[src/rtl/epl_fi_multi_ctrl.sv]
// ============================================================================
//  Module   : epl_fi_multi_ctrl
//  Brief    : Runtime-programmable multi-channel fault injector for the ECC
//             FFRAM data path; optional random bit select via FI_RAND_BIT_EN.
//  Revision : 1.0 - initial release
// ============================================================================
`default_nettype none

module epl_fi_multi_ctrl #(
    parameter int ADDR_W = 4,
    parameter int CW_W   = 7,
    parameter int NCH    = 2,
    parameter int CNT_W  = 8,
    parameter int RQ_D   = 2
) (
    input  logic              pCLOCK_i,
    input  logic              nRESET_i,
    input  logic              pCfgWe_i,
    input  logic [2:0]        pCfgCh_i,
    input  logic [1:0]        pCfgMode_i,
    input  logic [1:0]        pCfgRpt_i,
    input  logic [ADDR_W-1:0] pCfgAddr_i,
    input  logic [ADDR_W-1:0] pCfgAmask_i,
    input  logic [CW_W-1:0]   pCfgBits_i,
    input  logic [CNT_W-1:0]  pCfgTrig_i,
    input  logic [ADDR_W-1:0] pA_i,
    input  logic              pWRITE_i,
    input  logic              pREAD_i,
    input  logic              pRDVLD_i,
    input  logic [CW_W-1:0]   pWCW_i,
    output logic [CW_W-1:0]   pWCW_o,
    input  logic [CW_W-1:0]   pRCW_i,
    output logic [CW_W-1:0]   pRCW_o,
    output logic              pFiHit_o,
    output logic [CNT_W-1:0]  pFiCnt_o,
    output logic [NCH-1:0]    pChDone_o,
    output logic              pOvf_o
);
    localparam logic [1:0] c_ST_IDLE    = 2'd0;
    localparam logic [1:0] c_ST_ARMED   = 2'd1;
    localparam logic [1:0] c_ST_FIRE    = 2'd2;
    localparam logic [1:0] c_ST_DONE    = 2'd3;
    localparam logic [1:0] c_MODE_OFF   = 2'd0;
    localparam logic [1:0] c_MODE_SA0   = 2'd1;
    localparam logic [1:0] c_MODE_SA1   = 2'd2;
    localparam logic [1:0] c_MODE_FLIP  = 2'd3;
    localparam logic [1:0] c_RPT_PERS   = 2'd1;
    localparam logic [1:0] c_RPT_PERIOD = 2'd2;
    localparam int         c_PW         = (RQ_D > 1) ? $clog2(RQ_D) : 1;
    localparam int         c_QW         = $clog2(RQ_D + 1);

    logic [CW_W-1:0] w_sa0_m  [NCH];
    logic [CW_W-1:0] w_sa1_m  [NCH];
    logic [CW_W-1:0] w_flip_m [NCH];
    logic [CW_W-1:0] w_z, w_o, w_flip;

`ifdef FI_RAND_BIT_EN
    logic [7:0]      r_lfsr;
    logic [7:0]      w_rbit;
    logic [CW_W-1:0] w_rand_mask;

    always_ff @(posedge pCLOCK_i or negedge nRESET_i) begin
        if (!nRESET_i) r_lfsr <= 8'hA5;
        else           r_lfsr <= {r_lfsr[6:0], r_lfsr[7] ^ r_lfsr[5] ^ r_lfsr[4] ^ r_lfsr[3]};
    end

    assign w_rbit      = r_lfsr % 8'(CW_W);
    assign w_rand_mask = CW_W'(1) << w_rbit;
`endif

    for (genvar ch = 0; ch < NCH; ch++) begin : g_ch
        logic [1:0]        r_state, w_state_nxt, r_mode, r_rpt;
        logic [ADDR_W-1:0] r_addr, r_amask;
        logic [CW_W-1:0]   r_bits, w_mask;
        logic [CNT_W-1:0]  r_trig, r_cnt, w_cnt_nxt;
        logic              w_cfg, w_match, w_acc, w_fire;

        assign w_cfg   = pCfgWe_i && (pCfgCh_i == 3'(ch));
        assign w_match = ((pA_i ^ r_addr) & ~r_amask) == '0;
        // A same-cycle config write to this channel swallows the access.
        assign w_acc   = !w_cfg && w_match
                       && ((r_state == c_ST_ARMED) || (r_state == c_ST_FIRE))
                       && ((((r_mode == c_MODE_SA0) || (r_mode == c_MODE_SA1)) && pWRITE_i)
                           || ((r_mode == c_MODE_FLIP) && pREAD_i));
        assign w_fire  = w_acc && ((r_state == c_ST_FIRE) || (r_cnt == r_trig));

        always_comb begin
            w_state_nxt = r_state;
            w_cnt_nxt   = r_cnt;
            if (w_cfg) begin
                w_state_nxt = (pCfgMode_i == c_MODE_OFF) ? c_ST_IDLE : c_ST_ARMED;
                w_cnt_nxt   = '0;
            end else if (w_acc && (r_state == c_ST_ARMED)) begin
                if (r_cnt == r_trig) begin
                    case (r_rpt)
                        c_RPT_PERS:   w_state_nxt = c_ST_FIRE;
                        c_RPT_PERIOD: w_cnt_nxt   = '0;
                        default:      w_state_nxt = c_ST_DONE;
                    endcase
                end else begin
                    w_cnt_nxt = r_cnt + 1'b1;
                end
            end
        end

        always_ff @(posedge pCLOCK_i or negedge nRESET_i) begin
            if (!nRESET_i) begin
                r_state <= c_ST_IDLE;
                r_cnt   <= '0;
                r_mode  <= '0;
                r_rpt   <= '0;
                r_addr  <= '0;
                r_amask <= '0;
                r_bits  <= '0;
                r_trig  <= '0;
            end else begin
                r_state <= w_state_nxt;
                r_cnt   <= w_cnt_nxt;
                if (w_cfg) begin
                    r_mode  <= pCfgMode_i;
                    r_rpt   <= pCfgRpt_i;
                    r_addr  <= pCfgAddr_i;
                    r_amask <= pCfgAmask_i;
                    r_bits  <= pCfgBits_i;
                    r_trig  <= pCfgTrig_i;
                end
            end
        end

`ifdef FI_RAND_BIT_EN
        assign w_mask = (r_bits == '0) ? w_rand_mask : r_bits;
`else
        assign w_mask = r_bits;
`endif

        assign w_sa0_m[ch]   = (w_fire && (r_mode == c_MODE_SA0))  ? w_mask : '0;
        assign w_sa1_m[ch]   = (w_fire && (r_mode == c_MODE_SA1))  ? w_mask : '0;
        assign w_flip_m[ch]  = (w_fire && (r_mode == c_MODE_FLIP)) ? w_mask : '0;
        assign pChDone_o[ch] = (r_state == c_ST_DONE);
    end

    always_comb begin
        w_z    = '0;
        w_o    = '0;
        w_flip = '0;
        for (int i = 0; i < NCH; i++) begin
            w_z    = w_z    | w_sa0_m[i];
            w_o    = w_o    | w_sa1_m[i];
            w_flip = w_flip | w_flip_m[i];
        end
    end

    assign pWCW_o = (pWCW_i & ~w_z) | w_o;

    // Read-alignment queue: flip masks captured at command time, applied on return.
    logic [CW_W-1:0] r_q [RQ_D];
    logic [c_PW-1:0] r_rd_ptr, r_wr_ptr;
    logic [c_QW-1:0] r_qcnt;
    logic            w_empty, w_full, w_pop, w_push;
    logic [CW_W-1:0] w_head;

    assign w_empty = (r_qcnt == '0);
    assign w_full  = (r_qcnt == c_QW'(RQ_D));
    assign w_pop   = pRDVLD_i && !w_empty;
    assign w_push  = pREAD_i && (!w_full || w_pop);
    assign w_head  = r_q[r_rd_ptr];
    assign pRCW_o  = w_pop ? (pRCW_i ^ w_head) : pRCW_i;

    always_ff @(posedge pCLOCK_i or negedge nRESET_i) begin
        if (!nRESET_i) begin
            for (int i = 0; i < RQ_D; i++) r_q[i] <= '0;
            r_rd_ptr <= '0;
            r_wr_ptr <= '0;
            r_qcnt   <= '0;
            pOvf_o   <= 1'b0;
        end else begin
            if (w_push) begin
                r_q[r_wr_ptr] <= w_flip;
                r_wr_ptr      <= (r_wr_ptr == c_PW'(RQ_D - 1)) ? '0 : r_wr_ptr + 1'b1;
            end
            if (w_pop) r_rd_ptr <= (r_rd_ptr == c_PW'(RQ_D - 1)) ? '0 : r_rd_ptr + 1'b1;
            case ({w_push, w_pop})
                2'b10:   r_qcnt <= r_qcnt + 1'b1;
                2'b01:   r_qcnt <= r_qcnt - 1'b1;
                default: ;
            endcase
            if (pREAD_i && w_full && !w_pop) pOvf_o <= 1'b1;
        end
    end

    logic           w_wr_inj, w_rd_inj;
    logic [1:0]     w_inc;
    logic [CNT_W:0] w_sum;
    logic [CNT_W-1:0] r_ficnt;

    assign w_wr_inj = |(w_z | w_o);
    assign w_rd_inj = w_pop && (|w_head);
    assign pFiHit_o = w_wr_inj || w_rd_inj;
    assign w_inc    = {1'b0, w_wr_inj} + {1'b0, w_rd_inj};
    assign w_sum    = {1'b0, r_ficnt} + {{(CNT_W-1){1'b0}}, w_inc};

    always_ff @(posedge pCLOCK_i or negedge nRESET_i) begin
        if (!nRESET_i) r_ficnt <= '0;
        else           r_ficnt <= w_sum[CNT_W] ? '1 : w_sum[CNT_W-1:0];
    end

    assign pFiCnt_o = r_ficnt;

endmodule

`default_nettype wire

[config.mk]
export PLATFORM = sky130hd
export DESIGN_NAME = epl_fi_multi_ctrl
export DESIGN_NICKNAME = d
export VERILOG_FILES = /design/src/rtl/epl_fi_multi_ctrl.sv
export SDC_FILE = /design/constraint.sdc
export NUM_CORES = 1
export LEC_CHECK = 0
export CAP_MARGIN = 20
export CORE_UTILIZATION = 55
export CTS_BUF_LIST = sky130_fd_sc_hd__clkbuf_2
export CTS_CLUSTER_DIAMETER = 40
export CTS_CLUSTER_SIZE = 14
export DETAILED_ROUTE_END_ITERATION = 10
export DONT_BUFFER_PORTS = 1
export PLACE_DENSITY = 0.75
export SLEW_MARGIN = 20
export SYNTH_ARGS = -nofsm -noshare
export SYNTH_HDL_FRONTEND = slang
export SYNTH_SLANG_ARGS = --single-unit
[constraint.sdc]
create_clock -name pCLOCK_i -period 10.8 [get_ports pCLOCK_i]
set_input_delay 3.24 -clock pCLOCK_i [delete_from_list [all_inputs] [get_ports pCLOCK_i]]
set_output_delay 3.24 -clock pCLOCK_i [all_outputs]
set_load 0.02 [all_outputs]
==> run metrics <==
I/O Pins=80; setup violators final=0; Worst slew margin=34.19%; die area=0.01042 sq mm; setup repair bufs after CTS=0; post-synthesis cell type count=50; H-tree Lvls=3; Period minus WS final=8220 ps; initial drt markers=242; initial core utilization=56.64%; Simple-Gate Fraction of Synth Area=20.37%; top-area cell type share of the netlist area=45.87%; WL/cell=18.42 um; Via Count=4106; clk root buf=clkbuf_2; Post-CTS Hold Buffers=0; outcome=completed; final antenna-violating net count=0; WP data arrival=4980 ps; final worst-path cycle share=76.11%; crit end category=primary output; layout cells sized above 1=11.52%; required time of the critical path=7560 ps; Yosys warnings=0; worst skew pair latency=580 ps; Post-synth EDFFs=0; final layout net count=603; DRT Wirelength=12.36 mm; CTS buffer count=9; # clock sinks=101; Multi-input gate area=0.002805 sq mm; FF+latch area=0.002527 sq mm; worst slew pin tran=978.2 ps; max-cap check violation count=0; Detail Placement HPWL=8.859 mm; DRT Pass-1 Iters=6; Worst Setup Start Kind=input pin; Hold Crit Class=reg2reg; number of global-route vias before repair=3957; R2R Setup Slk=7480 ps; area delta synth->final=3.928%; CTS resizes=0; Synth top cells by count=dfrtp_1, nand2_1, xor2_1, inv_1, mux2_2; Synth Area in Compound Gates=13.76%; Cells after Synth=539; GRT Overall Usage=24.63%; TNS Setup=0 ps; placed cells=655; DRC viols=0; Finished Core Util=58.86%; clock slew at reported path FFs=250 ps; Fin. Hold Viols=0; GPL Wtd Cong=0.8252; Congestion Overflow GR=0; dominant synthesized flop cell=dfrtp_1; Seq/Total Area, Yosys=45.87%; Worst Skew=38.91 ps; critical path peak fanout=35; IO Port Bufs=0; post-synthesis mux area share=6.540%; crit path kind=in2out; largest family of logic cells by synthesized area=simple AND/OR/NAND/NOR gates; Pwr Density=161.4 mW/mm^2; top-count cell post-synth=dfrtp_1; n_diodes=0; Net Count, Synth=609; post-synthesis async set-or-reset flop share=100.0%; Post-Synthesis Cell Area=0.005510 sq mm; Clock Path Buffers=2; Non-Filler Instances=671; largest net degree at the start of global routing=102; peak supply drop=0.07061 mV; area of the core=0.009729 sq mm; number of synthesized register bits=101; fmax=121.7 MHz; initial antenna violation count=0; RSZ-0062 raised after global routing=no; Fin Hold WS=517.1 ps; FF-to-FF path depth=10; Leak=2.689 nW; worst hold stages=2; Avg Vias per Cell=6.119; row cnt=36; fillers=856; die height=102.1 um; first-pass GRT wire length=19.51 mm; biggest area consumer among synthesized cells=dfrtp_1; Die X=102.1 um; Post-Synth XOR/XNOR Area=6.199%; CTS tree=done; Slew Limit Fails=0; syn avg cell area=10.22 sq um; most area-consuming cells after synthesis=dfrtp_1, nand2_1, mux2_2, xor2_1, a221o_1; adder-cell share of the synthesized area=3.769%
## critical path, cell delays in order
cell and delay (ps):
nor4b_4 240, buf_4 370, nor4_2 100, buf_4 210, and3_1 300, a221o_1 500
## sequential cells by signal (all words and copies together) (netlist names), 2 cells and up
register and cells:
g_ch.r_rpt 4, g_ch.r_addr 8, g_ch.r_state 4, g_ch.r_trig 16
pFiCnt_o 8, g_ch.r_bits 14, g_ch.r_cnt 16, r_q 14
r_qcnt 2, g_ch.r_mode 4, g_ch.r_amask 8
## area by class of cell
| type | count | share of cell area (%) |
|---|---|---|
| well taps | 133 | 2.906 |
| clock inverters | 6 | 0.8084 |
| repair buffers | 4 | 0.5244 |
| multi-input cells | 390 | 48.98 |
| inverters | 27 | 1.770 |
| flip-flops and latches | 101 | 44.13 |
| clock buffers | 10 | 0.8739 |
## worst paths after layout
path / start / end
max reg2reg: g_ch[0].r_cnt[6]$_DFFE_PN0P_ / pFiCnt_o[5]$_DFF_PN0_
min reg2reg: g_ch[0].r_amask[1]$_DFFE_PN0N_ / g_ch[0].r_amask[1]$_DFFE_PN0N_
max: pCfgCh_i[0] / pWCW_o[3]
min in group asynchronous: nRESET_i / pOvf_o$_DFFE_PN0P_
min: g_ch[0].r_amask[1]$_DFFE_PN0N_ / g_ch[0].r_amask[1]$_DFFE_PN0N_
max in group asynchronous: nRESET_i / g_ch[0].r_trig[2]$_DFFE_PN0N_
## metal layers
layer	track usage (%)	vias up	part of all wire [%]
li1	-	1931	-
met1	31.26	2012	42
met2	41.30	138	49
met3	6.293	25	7.4
met4	8.022	0	2.3
met5	0	-	0
## cell families after synthesis
logic type | count (synthesis)
buffers and inverters | 48
muxes | 33
xor gates and xnor gates | 39
AOI/OAI and AO/OA | 98
and+or+nand+nor | 204
adders and majority gates | 16
DFF | 101
## report_power, final
group	leakage, nW	internal, W	switching [W]
registers	1.29	0.000444	0.0000918
clock network	0.0589	0.0000330	0.000131
logic	1.34	0.000102	0.000122
total	2.69	0.000580	0.000345
## cell usage in the layout (no fill, tap or decap), drive strengths merged, types with 4 or more instances in the layout
| cell type | n |
|---|---|
| nand2 | 94 |
| o22ai | 6 |
| or4 | 4 |
| xnor2 | 10 |
| and2 | 15 |
| mux2 | 24 |
| nand4 | 9 |
| and4 | 7 |
| a41oi | 17 |
| nand2b | 15 |
| o21ai | 15 |
| nor4 | 9 |
| inv | 29 |
| xor2 | 29 |
| nand3 | 12 |
| dfrtp | 101 |
| mux2i | 9 |
| a221o | 23 |
| buf | 4 |
| clkbuf | 10 |
| a21oi | 9 |
| nor2 | 13 |
| ha | 15 |
| a31oi | 11 |
| and3 | 11 |
## stage by stage
stage	cell area (sq um)	setup slack, ps	power, W
after floorplan	5510	2667	0.0007057
after global placement	5630	2626	0.0007532
after detailed placement	5630	2605	0.0007675
after CTS	5727	2603	0.0009288
after global routing	5727	2490	0.0009811
final	5727	2580	0.0009246
Power figures use the tool's default switching activity.
